$ cat src/rtl/rs_dispatch_router_if.sv
`default_nettype none
// +--------------------------------------------------------------------------+
// | Module   : rs_dispatch_router_if                                         |
// | Purpose  : Bundles the decode-side handshake and the reservation-station |
// |            busy/write/payload bus of the RS dispatch router.             |
// | Signals  : in_valid/in_ready/in_type/in_payload  decode handshake        |
// |            *_rs_busy   per-RS occupied flags from the RS banks           |
// |            *_rs_write  registered one-hot write strobes to the RS banks  |
// |            rs_payload  registered payload for the strobed RS             |
// | Modports : master = decode + RS banks side, slave = router side          |
// | Revision : 1.0  initial release                                          |
// +--------------------------------------------------------------------------+
interface rs_dispatch_router_if #(
   parameter int N_ALU_RS    = 4,
   parameter int N_AGU_RS    = 2,
   parameter int N_BRANCH_RS = 2,
   parameter int PAYLOAD_W   = 96
);
   logic                   in_valid;
   logic                   in_ready;
   logic [1:0]             in_type;
   logic [PAYLOAD_W-1:0]   in_payload;
   logic [N_ALU_RS-1:0]    alu_rs_busy;
   logic [N_AGU_RS-1:0]    agu_rs_busy;
   logic [N_BRANCH_RS-1:0] branch_rs_busy;
   logic [N_ALU_RS-1:0]    alu_rs_write;
   logic [N_AGU_RS-1:0]    agu_rs_write;
   logic [N_BRANCH_RS-1:0] branch_rs_write;
   logic [PAYLOAD_W-1:0]   rs_payload;

   modport master (
      output in_valid, in_type, in_payload, alu_rs_busy, agu_rs_busy, branch_rs_busy,
      input  in_ready, alu_rs_write, agu_rs_write, branch_rs_write, rs_payload
   );

   modport slave (
      input  in_valid, in_type, in_payload, alu_rs_busy, agu_rs_busy, branch_rs_busy,
      output in_ready, alu_rs_write, agu_rs_write, branch_rs_write, rs_payload
   );
endinterface
`default_nettype wire

$ cat src/rtl/rs_dispatch_router.sv
`default_nettype none
// +--------------------------------------------------------------------------+
// | Module   : rs_dispatch_router                                            |
// | Purpose  : Registered dispatch router between decode/rename and the ALU, |
// |            branch and AGU reservation-station banks. Picks a free RS of  |
// |            the instruction's class (fixed priority or round-robin),      |
// |            issues a one-hot write strobe plus payload one cycle later,   |
// |            masks the RS granted last cycle, supports flush and counts    |
// |            stall cycles (saturating).                                    |
// | Ports    : clk          clock, rising edge                               |
// |            reset_n      synchronous reset, active low                    |
// |            flush        drop the dispatch of this cycle                  |
// |            bus          rs_dispatch_router_if.slave (handshake + RS bus) |
// |            stall        in_valid & ~in_ready (combinational)             |
// |            stall_cycles saturating stall-cycle count                     |
// | Revision : 1.0  initial release                                          |
// +--------------------------------------------------------------------------+
module rs_dispatch_router #(
   parameter int N_ALU_RS    = 4,
   parameter int N_AGU_RS    = 2,
   parameter int N_BRANCH_RS = 2,
   parameter int PAYLOAD_W   = 96,
   parameter int ROUND_ROBIN = 0,
   parameter int STALL_CNT_W = 16
) (
   input  wire logic                   clk,
   input  wire logic                   reset_n,
   input  wire logic                   flush,
   rs_dispatch_router_if.slave         bus,
   output logic                        stall,
   output logic [STALL_CNT_W-1:0]      stall_cycles
);
   localparam int APW = (N_ALU_RS    > 1) ? $clog2(N_ALU_RS)    : 1;
   localparam int GPW = (N_AGU_RS    > 1) ? $clog2(N_AGU_RS)    : 1;
   localparam int BPW = (N_BRANCH_RS > 1) ? $clog2(N_BRANCH_RS) : 1;
   localparam logic [1:0] C_TYPE_ALU = 2'b00;
   localparam logic [1:0] C_TYPE_BR  = 2'b01;

   logic [N_ALU_RS-1:0]    alu_write_q, alu_write_d;
   logic [N_AGU_RS-1:0]    agu_write_q, agu_write_d;
   logic [N_BRANCH_RS-1:0] br_write_q,  br_write_d;
   logic [PAYLOAD_W-1:0]   payload_q,   payload_d;
   logic [STALL_CNT_W-1:0] stall_cnt_q, stall_cnt_d;
   logic [APW-1:0]         alu_ptr_q,   alu_ptr_d;
   logic [GPW-1:0]         agu_ptr_q,   agu_ptr_d;
   logic [BPW-1:0]         br_ptr_q,    br_ptr_d;

   logic [N_ALU_RS-1:0]    alu_free;
   logic [N_AGU_RS-1:0]    agu_free;
   logic [N_BRANCH_RS-1:0] br_free;
   logic                   alu_hit, agu_hit, br_hit;
   logic [APW-1:0]         alu_gidx;
   logic [GPW-1:0]         agu_gidx;
   logic [BPW-1:0]         br_gidx;
   logic                   sel_alu, sel_agu, sel_br;
   logic                   ready, xfer;

   always_comb begin
      int idx;
      idx = 0;

      // The RS strobed last cycle still shows free on its busy input, so the
      // registered strobe is folded in to avoid granting it twice.
      alu_free = ~(bus.alu_rs_busy    | alu_write_q);
      agu_free = ~(bus.agu_rs_busy    | agu_write_q);
      br_free  = ~(bus.branch_rs_busy | br_write_q);

      // Scan starts at the class pointer (round-robin) or at 0 (fixed).
      alu_hit  = 1'b0;
      alu_gidx = '0;
      for (int k = 0; k < N_ALU_RS; k++) begin
         idx = (ROUND_ROBIN != 0) ? int'(alu_ptr_q) + k : k;
         if (idx >= N_ALU_RS) idx = idx - N_ALU_RS;
         if (!alu_hit && alu_free[idx]) begin
            alu_hit  = 1'b1;
            alu_gidx = APW'(idx);
         end
      end

      agu_hit  = 1'b0;
      agu_gidx = '0;
      for (int k = 0; k < N_AGU_RS; k++) begin
         idx = (ROUND_ROBIN != 0) ? int'(agu_ptr_q) + k : k;
         if (idx >= N_AGU_RS) idx = idx - N_AGU_RS;
         if (!agu_hit && agu_free[idx]) begin
            agu_hit  = 1'b1;
            agu_gidx = GPW'(idx);
         end
      end

      br_hit  = 1'b0;
      br_gidx = '0;
      for (int k = 0; k < N_BRANCH_RS; k++) begin
         idx = (ROUND_ROBIN != 0) ? int'(br_ptr_q) + k : k;
         if (idx >= N_BRANCH_RS) idx = idx - N_BRANCH_RS;
         if (!br_hit && br_free[idx]) begin
            br_hit  = 1'b1;
            br_gidx = BPW'(idx);
         end
      end

      // Loads and stores share the AGU class (in_type = 1x).
      sel_alu = (bus.in_type == C_TYPE_ALU);
      sel_br  = (bus.in_type == C_TYPE_BR);
      sel_agu = bus.in_type[1];

      ready = ~flush & ((sel_alu & alu_hit) | (sel_br & br_hit) | (sel_agu & agu_hit));
      xfer  = bus.in_valid & ready;
      stall = bus.in_valid & ~ready;

      alu_write_d = '0;
      agu_write_d = '0;
      br_write_d  = '0;
      alu_ptr_d   = alu_ptr_q;
      agu_ptr_d   = agu_ptr_q;
      br_ptr_d    = br_ptr_q;
      payload_d   = payload_q;

      if (xfer) begin
         payload_d = bus.in_payload;
         if (sel_alu) begin
            alu_write_d[alu_gidx] = 1'b1;
            if (ROUND_ROBIN != 0)
               alu_ptr_d = (alu_gidx == APW'(N_ALU_RS - 1)) ? '0 : alu_gidx + 1'b1;
         end
         if (sel_br) begin
            br_write_d[br_gidx] = 1'b1;
            if (ROUND_ROBIN != 0)
               br_ptr_d = (br_gidx == BPW'(N_BRANCH_RS - 1)) ? '0 : br_gidx + 1'b1;
         end
         if (sel_agu) begin
            agu_write_d[agu_gidx] = 1'b1;
            if (ROUND_ROBIN != 0)
               agu_ptr_d = (agu_gidx == GPW'(N_AGU_RS - 1)) ? '0 : agu_gidx + 1'b1;
         end
      end

      // A stall during flush is recovery, not back-pressure, so it is not counted.
      stall_cnt_d = stall_cnt_q;
      if (stall && !flush && (stall_cnt_q != '1))
         stall_cnt_d = stall_cnt_q + 1'b1;
   end

   always_ff @(posedge clk) begin
      if (!reset_n) begin
         alu_write_q <= '0;
         agu_write_q <= '0;
         br_write_q  <= '0;
         payload_q   <= '0;
         stall_cnt_q <= '0;
         alu_ptr_q   <= '0;
         agu_ptr_q   <= '0;
         br_ptr_q    <= '0;
      end else begin
         alu_write_q <= alu_write_d;
         agu_write_q <= agu_write_d;
         br_write_q  <= br_write_d;
         payload_q   <= payload_d;
         stall_cnt_q <= stall_cnt_d;
         alu_ptr_q   <= alu_ptr_d;
         agu_ptr_q   <= agu_ptr_d;
         br_ptr_q    <= br_ptr_d;
      end
   end

   assign bus.in_ready        = ready;
   assign bus.alu_rs_write    = alu_write_q;
   assign bus.agu_rs_write    = agu_write_q;
   assign bus.branch_rs_write = br_write_q;
   assign bus.rs_payload      = payload_q;
   assign stall_cycles        = stall_cnt_q;
endmodule
`default_nettype wire

$ cat src/flat_wrapper.sv
// flat-port wrapper written by rule: the top's interface ports become plain ports
module rs_dispatch_router_flat 
#(
   parameter int N_ALU_RS    = 4,
   parameter int N_AGU_RS    = 2,
   parameter int N_BRANCH_RS = 2,
   parameter int PAYLOAD_W   = 96,
   parameter int ROUND_ROBIN = 0,
   parameter int STALL_CNT_W = 16
)
  (clk, reset_n, flush, stall, stall_cycles, bus_in_valid, bus_in_type, bus_in_payload, bus_alu_rs_busy, bus_agu_rs_busy, bus_branch_rs_busy, bus_in_ready, bus_alu_rs_write, bus_agu_rs_write, bus_branch_rs_write, bus_rs_payload);
  rs_dispatch_router_if #(.N_ALU_RS(N_ALU_RS), .N_AGU_RS(N_AGU_RS), .N_BRANCH_RS(N_BRANCH_RS), .PAYLOAD_W(PAYLOAD_W)) bus_i ();
  input  wire logic clk;
  input  wire logic reset_n;
  input  wire logic flush;
  output logic stall;
  output logic [STALL_CNT_W-1:0] stall_cycles;
  input wire logic [$bits(bus_i.in_valid)-1:0] bus_in_valid;
  input wire logic [$bits(bus_i.in_type)-1:0] bus_in_type;
  input wire logic [$bits(bus_i.in_payload)-1:0] bus_in_payload;
  input wire logic [$bits(bus_i.alu_rs_busy)-1:0] bus_alu_rs_busy;
  input wire logic [$bits(bus_i.agu_rs_busy)-1:0] bus_agu_rs_busy;
  input wire logic [$bits(bus_i.branch_rs_busy)-1:0] bus_branch_rs_busy;
  output wire logic [$bits(bus_i.in_ready)-1:0] bus_in_ready;
  output wire logic [$bits(bus_i.alu_rs_write)-1:0] bus_alu_rs_write;
  output wire logic [$bits(bus_i.agu_rs_write)-1:0] bus_agu_rs_write;
  output wire logic [$bits(bus_i.branch_rs_write)-1:0] bus_branch_rs_write;
  output wire logic [$bits(bus_i.rs_payload)-1:0] bus_rs_payload;
  assign bus_i.in_valid = bus_in_valid;
  assign bus_i.in_type = bus_in_type;
  assign bus_i.in_payload = bus_in_payload;
  assign bus_i.alu_rs_busy = bus_alu_rs_busy;
  assign bus_i.agu_rs_busy = bus_agu_rs_busy;
  assign bus_i.branch_rs_busy = bus_branch_rs_busy;
  assign bus_in_ready = bus_i.in_ready;
  assign bus_alu_rs_write = bus_i.alu_rs_write;
  assign bus_agu_rs_write = bus_i.agu_rs_write;
  assign bus_branch_rs_write = bus_i.branch_rs_write;
  assign bus_rs_payload = bus_i.rs_payload;
  rs_dispatch_router #(.N_ALU_RS(N_ALU_RS), .N_AGU_RS(N_AGU_RS), .N_BRANCH_RS(N_BRANCH_RS), .PAYLOAD_W(PAYLOAD_W), .ROUND_ROBIN(ROUND_ROBIN), .STALL_CNT_W(STALL_CNT_W)) u_core (.clk(clk), .reset_n(reset_n), .flush(flush), .bus(bus_i), .stall(stall), .stall_cycles(stall_cycles));
endmodule
$ cat config.mk
export PLATFORM = sky130hd
export DESIGN_NAME = rs_dispatch_router_flat
export DESIGN_NICKNAME = d
export VERILOG_FILES = /design/src/rtl/rs_dispatch_router_if.sv /design/src/rtl/rs_dispatch_router.sv /design/src/flat_wrapper.sv
export SDC_FILE = /design/constraint.sdc
export NUM_CORES = 1
export LEC_CHECK = 0
export ABC_CLOCK_PERIOD_IN_PS = 2210
export CAP_MARGIN = 30
export CORE_MARGIN = 3
export CORE_UTILIZATION = 35
export CTS_BUF_LIST = sky130_fd_sc_hd__clkbuf_4 sky130_fd_sc_hd__clkbuf_8
export DETAILED_ROUTE_END_ITERATION = 10
export PLACE_DENSITY_LB_ADDON = 0.12
export RECOVER_POWER = 100
export SYNTH_ARGS = -nofsm -noshare
export SYNTH_HDL_FRONTEND = slang
export SYNTH_SLANG_ARGS = --single-unit
$ cat constraint.sdc
create_clock -name clk -period 2.21 [get_ports clk]
set_clock_uncertainty 0.15 [all_clocks]
set_input_delay 0.221 -clock clk [delete_from_list [all_inputs] [get_ports clk]]
set_output_delay 0.221 -clock clk [all_outputs]
set_load 0.01 [all_outputs]
## Yosys cells after proc, flatten, opt, wreduce, memory -nomap -nowiden

Cells that the tools add are included.
W data, S select, Z words.

- Reductions and logical operators: 20
- Equal/unequal tests: 2
- Multiplexer cells: 19
- Bitwise operators: 16
- Order comparisons: 6
- Add/sub/neg operators: 1

Operator list:

| operator | number |
|---|---|
| $add A16 B1 Y16 const B | 1 |
| $ne A16 B16 Y1 const B | 1 |
| $mux W1 | 14 |
| $logic_and A1 B1 Y1 | 10 |
| $reduce_and A3 Y1 | 3 |
| $and A1 B1 Y1 | 6 |
| $logic_not A1 Y1 | 6 |
| $lt A1 B2 Y1 const B | 2 |
| $mux W2 | 2 |
| $not A2 Y2 | 2 |
| $not A4 Y4 | 1 |
| $or A2 B2 Y2 | 2 |
| $or A4 B4 Y4 | 1 |
| $lt A2 B3 Y1 const B | 1 |
| $demux W1 S1 | 2 |
| $demux W1 S2 | 1 |
| $eq A2 B1 Y1 const B | 1 |
| $ge A1 B1 Y1 const B | 2 |
| $ge A2 B1 Y1 const B | 1 |
| $logic_not A2 Y1 | 1 |
| $not A1 Y1 | 2 |
| $or A1 B1 Y1 | 2 |

- Flip-flop bits (word level): 120
- Word-level logic and storage cells: 69

## Longest topological paths before layout

- Depth after elaboration: 20
- Depth in mapped cells: 7
- Depth with buffers taken out: 5

## Worst setup path after synthesis

No wires, ideal clock.

- Kind: reg-to-reg
- From: register u_core.alu_write_q[1] (netlist: u_core.bus.alu_rs_write[1])
- To: register u_core.stall_cnt_q[10] (netlist: u_core.stall_cycles[10])
- Buffers on the path: 1
- Stages on the path, launching flop included: 7
- Data arrival time: 1923 ps
- Data required time: 1989 ps
- Setup time: 71 ps
- Slack: 67 ps
- Cell sequence: dfxtp_1 > o22ai_2 > o31ai_4 > or3b_4 > buf_6 > or4_1 > a21oi_1

- Longest elaborated chain between the ends: 18

RTL lines:

| item | line | RTL |
|---|---|---|
| from (decl) | rs_dispatch_router.sv:39 | `logic [N_ALU_RS-1:0] alu_write_q, alu_write_d;` |
| from (signal assigned) | rs_dispatch_router.sv:155 | `alu_write_q <= alu_write_d;` |
| $or A4 B4 Y4 * | rs_dispatch_router.sv:64 | `alu_free = ~(bus.alu_rs_busy \| alu_write_q);` |
| $not A4 Y4 * | rs_dispatch_router.sv:64 |  |
| $logic_and A1 B1 Y1 * | rs_dispatch_router.sv:74 | `if (!alu_hit && alu_free[idx]) begin` |
| $mux W1 * | rs_dispatch_router.sv:74 |  |
| $logic_not A1 Y1 | rs_dispatch_router.sv:74 |  |
| $logic_and A1 B1 Y1 | rs_dispatch_router.sv:74 |  |
| $mux W1 * | rs_dispatch_router.sv:74 |  |
| $logic_not A1 Y1 | rs_dispatch_router.sv:74 |  |
| $logic_and A1 B1 Y1 | rs_dispatch_router.sv:74 |  |
| $mux W1 * | rs_dispatch_router.sv:74 |  |
| $and A1 B1 Y1 * | rs_dispatch_router.sv:107 | `ready = ~flush & ((sel_alu & alu_hit) \| (sel_br & br_hit) \| (sel_agu & agu_hit));` |
| $or A1 B1 Y1 * (2 in series) | rs_dispatch_router.sv:107 |  |
| $and A1 B1 Y1 * | rs_dispatch_router.sv:107 |  |
| $not A1 Y1 * | rs_dispatch_router.sv:109 | `stall = bus.in_valid & ~ready;` |
| $and A1 B1 Y1 * | rs_dispatch_router.sv:109 |  |
| $logic_and A1 B1 Y1 * (2 in series) | rs_dispatch_router.sv:140 | `if (stall && !flush && (stall_cnt_q != '1))` |
| to (signal assigned) | rs_dispatch_router.sv:159 | `stall_cnt_q <= stall_cnt_d;` |
| to (decl) | rs_dispatch_router.sv:43 | `logic [STALL_CNT_W-1:0] stall_cnt_q, stall_cnt_d;` |

Mark *: on every way between the ends. The rest lies on a longest branch, timed or not.
A chain may end at the register's enable or synchronous reset.

## Final worst setup path

- From: register u_core.br_write_q[0] (netlist: u_core.bus.branch_rs_write[0])
- To: register u_core.stall_cnt_q[3] (netlist: u_core.stall_cycles[3])

- Longest elaborated chain between the ends: 14

RTL lines:

| item | line | RTL |
|---|---|---|
| from (decl) | rs_dispatch_router.sv:41 | `logic [N_BRANCH_RS-1:0] br_write_q, br_write_d;` |
| from (signal assigned) | rs_dispatch_router.sv:157 | `br_write_q <= br_write_d;` |
| $or A2 B2 Y2 * | rs_dispatch_router.sv:66 | `br_free = ~(bus.branch_rs_busy \| br_write_q);` |
| $not A2 Y2 * | rs_dispatch_router.sv:66 |  |
| $mux W1 * | rs_dispatch_router.sv:96 | `if (!br_hit && br_free[idx]) begin` |
| $logic_not A1 Y1 | rs_dispatch_router.sv:96 |  |
| $logic_and A1 B1 Y1 | rs_dispatch_router.sv:96 |  |
| $mux W1 * | rs_dispatch_router.sv:96 |  |
| $and A1 B1 Y1 * | rs_dispatch_router.sv:107 |  |
| $or A1 B1 Y1 * (2 in series) | rs_dispatch_router.sv:107 |  |
| $and A1 B1 Y1 * | rs_dispatch_router.sv:107 |  |
| $not A1 Y1 * | rs_dispatch_router.sv:109 |  |
| $and A1 B1 Y1 * | rs_dispatch_router.sv:109 |  |
| $logic_and A1 B1 Y1 * (2 in series) | rs_dispatch_router.sv:140 |  |

Marks and branches as above.

==> impl_results.md <==
* Global-route wire length before repair at 21770 um
* Transition time at the pin with the least slew margin at 356.2 ps
* Crit path launch: u_core.bus.branch_rs_write[0]
* Static leakage at 0.003186 uW
* Ratio of routed vias to standard cells at 4.802
* Most utilized layer in the global route result: met2
* Number of unique standard cell types used by synthesis at 42
* Largest net degree at the start of global routing at 66
* Die Wd at 119.9 um
* Overall die area at 14380 um2
* Total overflow reported by the global router at 0
* Register-to-register setup slack at 120 ps
* Final worst-path cycle share at 94.57%
* Result of the run: finished, final reports clean
* Register area share after synthesis at 52.88%
* Switching part of the total power at 21.89%
* Count of buffers inserted at the top-level ports at 231
* Syn Area/Cell at 10.12 um2
* Detail-routed net length per standard cell at 15.42 um
* Crit Path Category: reg -> reg
* Area added between synthesis and finish at 69.13%
* Final count of pins violating max slew at 0
* Combinational power share at 13.3%
* Setup crit start kind: register
* Internal power contribution at 4056 uW
* Switching power total at 1137 uW
* Worst R2R Path Depth at 5
* Required time reported for the critical path endpoint at 2420 ps
* Worst setup EP type: register
* Total wirelength of the detailed-routed design at 13590 um
* Met2 capacity usage during global routing at 32.81%
* Starting density of the core at 36.75%
* Vias in the first global route at 4239
* Area used by multi-input combinational logic at 2003 um2
* Clock-pin slew reported for the worst setup and hold paths after clock tree synthesis at 70 ps
* Kind of path behind the tightest hold check: in -> reg
* Worst endpoint data arrival time at 2300 ps
* Post-Synthesis Net Count at 560
* RePlAce Congestion at 0.7770
* Max-capacitance violation count at 0
* Unrepaired setup endpoints after global routing: no
* Top cells by area, synth: dfxtp_1, mux2i_1, nor2_1
* Number of placement rows at 40
* Sequential standard cell area at 2405 um2
* Share of layout cells above drive strength 1 at 9.958%
* Crit-path max cell delay at 520 ps
* Met3 Resource Use GR at 9.284%
* Prevailing post-synth register cell: dfxtp_1
* Number of buffers inserted during clock tree synthesis at 17
* Endpoint of the worst-slack reg-to-reg timing path: u_core.stall_cycles[3]
* Post-DP HPWL at 10180 um
* Residual DRC count at 0
* Filler Cells Inserted at 1017
* Asr flop ratio synth at 0%
* CTS max path bufs at 2
* Hold Slack at 247.0 ps
* List of most frequent post-synthesis cells: dfxtp_1, nor2_1, mux2i_1
* Worst-path fanout max at 15
* Worst Hold Endpoint: u_core.bus.rs_payload[29]
* Number of synthesized flops with an enable pin at 0
* Clock insertion delay at the later pin of the skew report at 430 ps
* CTS H-Tree Depth at 4
* Aggregate global-route resource usage at 19.19%
* Clock period minus final worst setup slack at 2090 ps
* Iteration count of the initial detailed-routing pass at 5
* Met1 usage at 20.41%
* Share of the synthesized area in the top cell type at 52.88%
* Count leader, synth: dfxtp_1
* Upper clock frequency limit at 478.5 MHz
* Min-Delay Startpoint: bus_in_payload[29]
* Antenna violations before repair at 0
* Post-layout net count at 811
* Total via count in the routed design at 4231
* Height of the chip at 119.9 um
* Post-Synthesis Cells at 449
* Syn. warnings at 0
* CTS Root Buffer Type: clkbuf_8
* Iter 0 DRT Violations at 185
* List of cells traversed by the critical path: o22ai_1, a22o_1, or3b_4, or4_1, a21oi_1
* Slowest cell on the critical path: or4_1
* Number of nets still failing antenna checks after routing at 0
* Layout Utilization at 62.16%
* Clk network pwr share at 42.9%
* Worst slew margin relative to its limit at 75.64%
* Power, Total at 5193 uW
* Top-level I/O count at 232
* Launch instance of the worst register-to-register path: u_core.bus.branch_rs_write[0]
* Seq cells post-synth at 120
* Ant. Diodes at 0
* Final number of hold-violating endpoints at 0
* Total negative slack for setup checks at 0 ps
* Maximum vdd drop at 425.9 uV
* Number of cells traversed by the worst hold path at 3
* Power density over cell area at 675.8 nW/um2
* Core region area at 12360 um2
* Reg power frac at 43.9%
* Final setup viols at 0
* Num Clock Sinks at 120
* Cell type contributing the most total cell area after synthesis: dfxtp_1
* Clock tree from TritonCTS: yes
* Synthesized area at 4543 um2
[worst max-delay path by stage]
| stage | end | slack (ps) | cells past startpoint |
|---|---|---|---|
| after floorplan | u_core.stall_cycles[10] | 70 | 6 |
| after global placement | u_core.stall_cycles[3] | -240 | 6 |
| after detailed placement | u_core.stall_cycles[7] | -270 | 6 |
| after CTS | stall | 3 | 6 |
| after global routing | u_core.stall_cycles[4] | 10 | 5 |
| final | u_core.stall_cycles[3] | 120 | 5 |
[per-layer routing]
metal	vias up	share of wire (%)
li1	2069	-
met1	1973	38
met2	171	50
met3	18	9.9
met4	0	1.6
met5	-	0
[layout make-up]
cell class                      instances  share of cell area (%)
Sequential cell                       120                   31.30
Tap cell                              168                   2.736
Clock buffer                           24                   4.136
Clock inverter                          8                   1.824
Inverter                                6                  0.2931
Multi-Input combinational cell        296                   26.07
Timing Repair Buffer                  259                   33.64
[cells in the final DEF (no fill, tap or decap), types with 3 or more instances in the layout]
cell type        count
a21oi_1             12
and4_1               4
buf_12               6
buf_4               16
bufinv_16            4
clkbuf_1             3
clkbuf_8            22
clkdlybuf4s50_1    109
clkinv_2             4
dfxtp_1            118
dlygate4sd3_1      120
inv_1                5
mux2i_1             98
nand2_1              9
nand3_1              4
nand4_1              5
nor2_1             105
nor2_2               3
nor3_1               3
nor4_1               4
o21ai_0              3
o31ai_1              8
or4_1                7
[through the flow]
stage / std cells / instance area (um2) / worst slack [ps]
5_1_grt: 881 / 7684 / 10.49
2_1_floorplan: 449 / 4543 / 66.79
3_3_place_gp: 848 / 7257 / -239.5
3_5_place_dp: 848 / 7257 / -265.1
6_report: 881 / 7684 / 120.0
4_1_cts: 880 / 7719 / 3.382
[timing repair]
action                     4_1_cts  5_1_grt
gates resized for setup          5        5
cloned                           0        0
pin swaps                        0        1
setup endpoints to repair        2        6
hold buffers                     0        0
setup buffers                    0        1
[kinds of logic after synthesis]
kind of cell    share of synthesized area, %
simple gates                           16.06
fa+ha+maj                             0.2754
mux                                    21.59
buf+inv                                3.195
compound gates                         6.004
flops                                  52.88
[registers in the layout, indices dropped and copies added (netlist names)]
register and count:
u_core.stall_cycles 16, u_core.bus.alu_rs_write 4, u_core.bus.agu_rs_write 2, u_core.bus.rs_payload 96
u_core.bus.branch_rs_write 2
[critical path, delay by kind of cell (launching register included)]
family	cells	cell delay [ps]
AND/OR/NAND/NOR	2	990
AO/OA/AOI/OAI	3	520
flip-flops	1	360
[power groups by stage]
stage                     clock network (uW)  registers, uW  logic, uW
after global placement                     0           2330        720
after floorplan                            0           2360        233
final                                   2230           2280        689
after global routing                    2390           2290        744
after detailed placement                   0           2330        732
after CTS                               2300           2280        736
(Power assumes the default switching activity.)
